### src/rtl/lock_controller.sv
// -----------------------------------------------------------------------------
// lock_controller
//
// Sequencing controller for the digital lock. Collects decoded keypad events
// into a 4-digit BCD entry buffer, checks the buffer against the stored code,
// counts consecutive failed checks into a timed lockout, and lets an unlocked
// user reprogram the code. Drives four digit glyphs and one status glyph for
// the 7-segment scanner.
//
// Ports
//   clk        system clock, all logic on posedge
//   rst_n      asynchronous assert, active-low reset
//   key_valid  one-cycle key strobe
//   key_code   0-9 digit, A clear, B enter, C program, D-F ignored
//   seg0       rightmost digit glyph (most recent digit)
//   seg1..seg3 successively older digit glyphs
//   segStatus  status glyph: L locked/check, U unlocked, P program, E lockout
//   unlocked   high in UNLOCKED and PROGRAM
//   alarm      high in LOCKOUT
//
// All glyphs are registered, active-low, ordered {g,f,e,d,c,b,a};
// 7'b1111111 is blank.
// -----------------------------------------------------------------------------
module lock_controller #(
  parameter int unsigned LOCKOUT_CYCLES = 500_000_000,
  parameter int unsigned MAX_TRIES      = 3,
  parameter logic [15:0] RESET_CODE     = 16'h0000
) (
  input  logic       clk,
  input  logic       rst_n,
  input  logic       key_valid,
  input  logic [3:0] key_code,
  output logic [6:0] seg0,
  output logic [6:0] seg1,
  output logic [6:0] seg2,
  output logic [6:0] seg3,
  output logic [6:0] segStatus,
  output logic       unlocked,
  output logic       alarm
);

  typedef enum logic [2:0] {
    S_LOCKED,
    S_CHECK,
    S_UNLOCKED,
    S_PROGRAM,
    S_LOCKOUT
  } state_t;

  localparam logic [6:0]  BLANK     = 7'b1111111;
  localparam logic [6:0]  GLYPH_L   = 7'b1000111;
  localparam logic [6:0]  GLYPH_U   = 7'b1000001;
  localparam logic [6:0]  GLYPH_P   = 7'b0001100;
  localparam logic [6:0]  GLYPH_E   = 7'b0000110;
  localparam logic [2:0]  MAX_FAIL  = 3'(MAX_TRIES);
  localparam logic [31:0] LOCK_LOAD = 32'(LOCKOUT_CYCLES - 1);

  function automatic logic [6:0] digit_glyph(input logic [3:0] d);
    case (d)
      4'd0:    digit_glyph = 7'b1000000;
      4'd1:    digit_glyph = 7'b1111001;
      4'd2:    digit_glyph = 7'b0100100;
      4'd3:    digit_glyph = 7'b0110000;
      4'd4:    digit_glyph = 7'b0011001;
      4'd5:    digit_glyph = 7'b0010010;
      4'd6:    digit_glyph = 7'b0000010;
      4'd7:    digit_glyph = 7'b1111000;
      4'd8:    digit_glyph = 7'b0000000;
      4'd9:    digit_glyph = 7'b0010000;
      default: digit_glyph = BLANK;
    endcase
  endfunction

  state_t      state_q, state_d;
  logic [15:0] entry_q, entry_d;     // nibble 0 = most recent digit
  logic [2:0]  count_q, count_d;     // valid digits in entry, 0..4
  logic [2:0]  fail_q, fail_d;       // consecutive failed checks
  logic [15:0] code_q, code_d;       // nibble 3 = first digit of the code
  logic [31:0] lock_cnt_q, lock_cnt_d;
  logic [27:0] seg_d;                // {seg3, seg2, seg1, seg0}
  logic [6:0]  status_d;

  logic key_digit, key_clear, key_enter, key_prog;

  assign key_digit = key_valid && (key_code <= 4'd9);
  assign key_clear = key_valid && (key_code == 4'hA);
  assign key_enter = key_valid && (key_code == 4'hB);
  assign key_prog  = key_valid && (key_code == 4'hC);

  // Next-state logic for the sequencer and all datapath registers.
  always_comb begin
    // NOTE: every variable gets a default before the case so no path leaves
    // it unassigned; otherwise synthesis infers a latch to hold the old value.
    state_d    = state_q;
    entry_d    = entry_q;
    count_d    = count_q;
    fail_d     = fail_q;
    code_d     = code_q;
    lock_cnt_d = lock_cnt_q;

    case (state_q)
      // LOCKED and PROGRAM share buffer editing; they differ only in what
      // enter and program keys do.
      S_LOCKED, S_PROGRAM: begin
        if (key_digit) begin
          if (count_q != 3'd4) begin
            entry_d = {entry_q[11:0], key_code};
            count_d = count_q + 3'd1;
          end
        end else if (key_clear) begin
          count_d = 3'd0;
        end else if (key_enter && count_q == 3'd4) begin
          if (state_q == S_LOCKED) begin
            state_d = S_CHECK;
          end else begin
            code_d  = entry_q;
            count_d = 3'd0;
            state_d = S_UNLOCKED;
          end
        end else if (key_prog && state_q == S_PROGRAM) begin
          count_d = 3'd0;
          state_d = S_UNLOCKED;
        end
      end

      // One-cycle compare of registered buffer against registered code.
      S_CHECK: begin
        count_d = 3'd0;
        if (entry_q == code_q) begin
          fail_d  = 3'd0;
          state_d = S_UNLOCKED;
        end else begin
          fail_d = fail_q + 3'd1;
          if (fail_d == MAX_FAIL) begin
            lock_cnt_d = LOCK_LOAD;
            state_d    = S_LOCKOUT;
          end else begin
            state_d = S_LOCKED;
          end
        end
      end

      S_UNLOCKED: begin
        if (key_prog) begin
          count_d = 3'd0;
          state_d = S_PROGRAM;
        end else if (key_enter) begin
          count_d = 3'd0;
          state_d = S_LOCKED;
        end
      end

      // Counter was loaded with LOCKOUT_CYCLES-1 on entry, so the state is
      // held for exactly LOCKOUT_CYCLES cycles before leaving at zero.
      S_LOCKOUT: begin
        if (lock_cnt_q == 32'd0) begin
          fail_d  = 3'd0;
          state_d = S_LOCKED;
        end else begin
          lock_cnt_d = lock_cnt_q - 32'd1;
        end
      end

      default: state_d = S_LOCKED;
    endcase
  end

  // Output decode from next-state values so the registered glyphs change on
  // the same edge as the state and buffer they depict.
  always_comb begin
    seg_d    = {4{BLANK}};
    status_d = GLYPH_L;
    if (state_d == S_LOCKED || state_d == S_UNLOCKED || state_d == S_PROGRAM) begin
      for (int i = 0; i < 4; i++) begin
        if (count_d > 3'(i)) seg_d[7*i +: 7] = digit_glyph(entry_d[4*i +: 4]);
      end
    end
    case (state_d)
      S_UNLOCKED: status_d = GLYPH_U;
      S_PROGRAM:  status_d = GLYPH_P;
      S_LOCKOUT:  status_d = GLYPH_E;
      default:    status_d = GLYPH_L;
    endcase
  end

  // NOTE: sequential state uses non-blocking assignments so every register
  // samples the pre-edge values; blocking here would create order-dependent
  // simulation races between registers.
  always_ff @(posedge clk or negedge rst_n) begin
    if (!rst_n) begin
      state_q    <= S_LOCKED;
      entry_q    <= 16'h0000;
      count_q    <= 3'd0;
      fail_q     <= 3'd0;
      code_q     <= RESET_CODE;
      lock_cnt_q <= 32'd0;
      seg0       <= BLANK;
      seg1       <= BLANK;
      seg2       <= BLANK;
      seg3       <= BLANK;
      segStatus  <= GLYPH_L;
      unlocked   <= 1'b0;
      alarm      <= 1'b0;
    end else begin
      state_q    <= state_d;
      entry_q    <= entry_d;
      count_q    <= count_d;
      fail_q     <= fail_d;
      code_q     <= code_d;
      lock_cnt_q <= lock_cnt_d;
      seg0       <= seg_d[6:0];
      seg1       <= seg_d[13:7];
      seg2       <= seg_d[20:14];
      seg3       <= seg_d[27:21];
      segStatus  <= status_d;
      unlocked   <= (state_d == S_UNLOCKED) || (state_d == S_PROGRAM);
      alarm      <= (state_d == S_LOCKOUT);
    end
  end

endmodule

### config.mk
export PLATFORM = sky130hd
export DESIGN_NAME = lock_controller
export DESIGN_NICKNAME = d
export VERILOG_FILES = /design/src/rtl/lock_controller.sv
export SDC_FILE = /design/constraint.sdc
export NUM_CORES = 1
export LEC_CHECK = 0
export CAP_MARGIN = 20
export CORE_UTILIZATION = 55
export CTS_CLUSTER_DIAMETER = 150
export DETAILED_ROUTE_END_ITERATION = 8
export PLACE_DENSITY = 0.85
export SKIP_LAST_GASP = 1
export SLEW_MARGIN = 5
export SYNTH_ARGS = -nofsm -noshare
export SYNTH_HDL_FRONTEND = slang
export SYNTH_SLANG_ARGS = --single-unit
### constraint.sdc
create_clock -name clk -period 3 [get_ports clk]
set_input_delay 0.9 -clock clk [delete_from_list [all_inputs] [get_ports clk]]
set_output_delay 0.9 -clock clk [all_outputs]
set_load 0.01 [all_outputs]
==> results.md <==
STA
* 662 ps — slew at the pin with the worst max-slew slack
* 0.559 — Slew headroom
* 140 ps — PnR worst setup slack
* 350 MHz — maximum operating frequency
* 2860 ps — final period demand of the worst path
* 0 — hold violation count in the final report
* 0 — number of max-slew violations in the final report
* 0.953 — share of the clock period used by the worst path
* 0 — # setup viols final
* 0 ps — Sum Neg Setup Slack
* 18.2 ps — post-route clock skew

Detailed routing
* 4 — number of search-and-repair iterations in the first detailed-routing pass
* 11200 um — final wirelength
* 5.52 — number of vias per cell after detailed routing
* 4123 — vias after detailed routing
* 134 — iteration-0 DRC count of the detailed router
* 15.0 um — routed wirelength normalized by instance count
* 0 — Post-DRT Antenna Nets
* 0 — DRC errors left

Synthesis
* 0.480 — fraction of the yosys area taken by sequential cells
* 0 — Yosys warning total
* simple AND/OR/NAND/NOR gates — largest family of logic cells by synthesized area
* 0.0553 — Adder-Cell Fraction of Synth Area
* sky130_fd_sc_hd__dfrtp_1, sky130_fd_sc_hd__dfstp_2, sky130_fd_sc_hd__ha_1 — cells taking the most area after synthesis
* sky130_fd_sc_hd__dfrtp_1 — most used flip-flop cell after synthesis
* 0.119 — area fraction in compound gates after synthesis
* 0.157 — simple-gate share of the synthesized area
* 5650 um2 — area of the mapped netlist
* 0 — number of flops mapped to enable cells by yosys
* sky130_fd_sc_hd__dfrtp_1, sky130_fd_sc_hd__nand2_1, sky130_fd_sc_hd__nor2_1 — synth cell count leaders
* 107 — flip-flop and latch count after synthesis
* 0.336 — portion of synthesized cell area occupied by the leading cell type
* 1.00 — async set or reset register ratio after synthesis
* 0.0750 — mux cell area share after synthesis
* sky130_fd_sc_hd__dfrtp_1 — cell accounting for the most synthesized area
* 530 — cells after synthesis
* 0.0695 — synthesized-area fraction occupied by xor and xnor cells
* 64 — post-synthesis cell type count
* sky130_fd_sc_hd__dfrtp_1 — cell with the most instances after synthesis
* 10.7 um2 — average cell area after synthesis

Global routing
* 0 — antenna violations before repair
* 0.230 — aggregate global-route resource usage
* 4241 — via count of the first global-routing pass
* 52 — largest net degree at the start of global routing
* 0 — overflow left after global routing
* 18900 um — global-route wire length before repair

Floorplan
* 10700 um2 — Die ar.
* 103 um — die height
* 36 — Cell Rows
* 44 — number of placed I/O pins
* 0.573 — Initial Util
* 103 um — die width
* 9860 um2 — Core ar.

Setup path
* input pin — startpoint type of the worst setup path
* register — critical path endpoint category
* sky130_fd_sc_hd__clkdlybuf4s50_1 — slowest cell on the critical path
* 3310 ps — CP Data Required Time
* clkdlybuf4s50_1, a21boi_1, nand4_2, buf_12, mux2i_1, inv_1, ha_1, nor2_1, a21oi_1, o21ai_0, nand2_1 — Cell Chain, Critical Path
* in2reg — type of the worst setup path
* 12 — number of cells on the worst reg-to-reg path
* 14 — highest net fanout along the worst path
* 3170 ps — Critical Path AT
* 470 ps — slowest stage delay, CP

Placed design
* -252 ps — dpl ws
* 8230 um — half-perimeter wire length after placement
* 0.899 — RD Place Congestion
* 41 — number of input and output port buffers inserted
* 6480 um2 — total cell area at the placement stage

Status
* finished clean — result of the run

Run
* 0 — total of max-cap violations

Clock network
* 2 — Max clock buf depth
* built — CTS tree
* 100 ps — Reg clk slew, reported paths
* 9 — number of buffers added by the clock tree synthesis step
* 380 ps — worst-skew pair later-pin latency
* 3 — H-tree level count
* 107 — number of sinks on the clock net
* sky130_fd_sc_hd__clkbuf_8 — clock tree root driver cell

Hold path
* 1 — cell depth of the worst hold path
* reg2reg — Hold Path Class

Power
* 729 uV — Max IR drop VDD
* 873 nW/um2 — power per unit of standard cell area
* 3.19 nW — leakage power

Final layout
* 641 — # nets final
* 0.244 — share of final-layout standard cells stronger than drive strength 1
* 718 — filler cell count
* 18.0% — synthesis-to-finish area growth
* 2710 um2 — area of the multi-input gates
* 6670 um2 — area of all placed cells without fillers
* 2720 um2 — area used by sequential logic in the layout
* 0 — diode insertion count for antenna repair

[cells in the final DEF (no fill, tap or decap), types with 9 or more instances in the layout]
master | Yosys | final
sky130_fd_sc_hd__dfrtp_1 | 76 | 76
sky130_fd_sc_hd__nand2_1 | 54 | 54
sky130_fd_sc_hd__buf_4 | 4 | 46
sky130_fd_sc_hd__clkdlybuf4s50_1 | 0 | 40
sky130_fd_sc_hd__nor2_1 | 36 | 36
sky130_fd_sc_hd__dfstp_2 | 31 | 31
sky130_fd_sc_hd__inv_1 | 30 | 30
sky130_fd_sc_hd__a21oi_1 | 28 | 28
sky130_fd_sc_hd__xnor2_1 | 26 | 26
sky130_fd_sc_hd__ha_1 | 25 | 25
sky130_fd_sc_hd__mux2_2 | 24 | 24
sky130_fd_sc_hd__o21ai_0 | 22 | 22
sky130_fd_sc_hd__xor2_1 | 17 | 17
sky130_fd_sc_hd__nand3_1 | 16 | 16
sky130_fd_sc_hd__mux2i_1 | 14 | 13
sky130_fd_sc_hd__clkbuf_8 | 0 | 9
[registers in the layout, summed over array words and instances (netlist names)]
name / flops
alarm: 1
seg2: 7
code_q: 16
segStatus: 4
lock_cnt_q: 32
unlocked: 1
entry_q: 16
fail_q: 3
seg1: 7
count_q: 3
seg0: 7
seg3: 7
state_q: 3
[stage by stage]
stage / power [W] / util / cells / hold slack (ps)
CTS: 0.00586 / 0.676 / 747 / 534
detailed placement: 0.00500 / 0.657 / 731 / 513
finish: 0.00583 / 0.676 / 747 / 534
global placement: 0.00487 / 0.657 / 731 / 492
global route: 0.00627 / 0.676 / 747 / 563
floorplan: 0.00385 / - / 531 / 477
[layer usage]
layer	vias up	global-route usage	wire length (um)
li1	1994	-	-
met1	2025	0.263	4760
met2	87	0.417	5840
met3	17	0.0470	416
met4	0	0.0986	182
met5	-	0	0
[final cells by class]
| cell class | instances | area share |
|---|---|---|
| clock buffer | 10 | 0.0191 |
| clock inverter | 6 | 0.00844 |
| inverter | 30 | 0.0169 |
| multi-input combinational | 373 | 0.406 |
| sequential | 107 | 0.407 |
| tap | 133 | 0.0249 |
| timing repair buffer | 88 | 0.118 |
[cells by family (layout without fill, tap and decap cells)]
kind of cell | after synthesis | count (layout)
simple gates | 166 | 166
flops | 107 | 107
compound gates | 97 | 97
buf+inv | 51 | 134
xor+xnor | 44 | 44
mux | 39 | 39
fa+ha+maj | 25 | 25
other cells | 1 | 2
[where the power goes]
group / internal (W) / total, W / switching [W]
clock: 0.000320 / 0.000832 / 0.000513
combinational: 0.00132 / 0.00281 / 0.00149
sequential: 0.00193 / 0.00218 / 0.000254
[worst max-delay path: cells and delay by family]
family	cells	cell delay [ps]
fa+ha+maj	1	220
simple gates	3	420
buf+inv	3	790
compound gates	3	580
mux	1	270
[worst paths after layout]
path	slack, ps	from	to
setup / recovery	140	key_valid	seg0[5]$_DFF_PN1_
hold / removal	530	lock_cnt_q[0]$_DFFE_PN0P_	lock_cnt_q[0]$_DFFE_PN0P_
setup reg to reg	370	count_q[0]$_DFF_PN0_	seg0[5]$_DFF_PN1_
hold reg to reg	530	lock_cnt_q[0]$_DFFE_PN0P_	lock_cnt_q[0]$_DFFE_PN0P_
max in group asynchronous	1740	rst_n	seg1[0]$_DFF_PN1_
min in group asynchronous	540	rst_n	unlocked$_DFF_PN0_
[timing repair]
item | CTS | global route
gates resized for setup | 0 | 2
setup endpoints to repair | 0 | 2
buffers inserted | 0 | 0
hold buffers | 0 | 0
No activity file was read; power rests on OpenSTA's default activity.
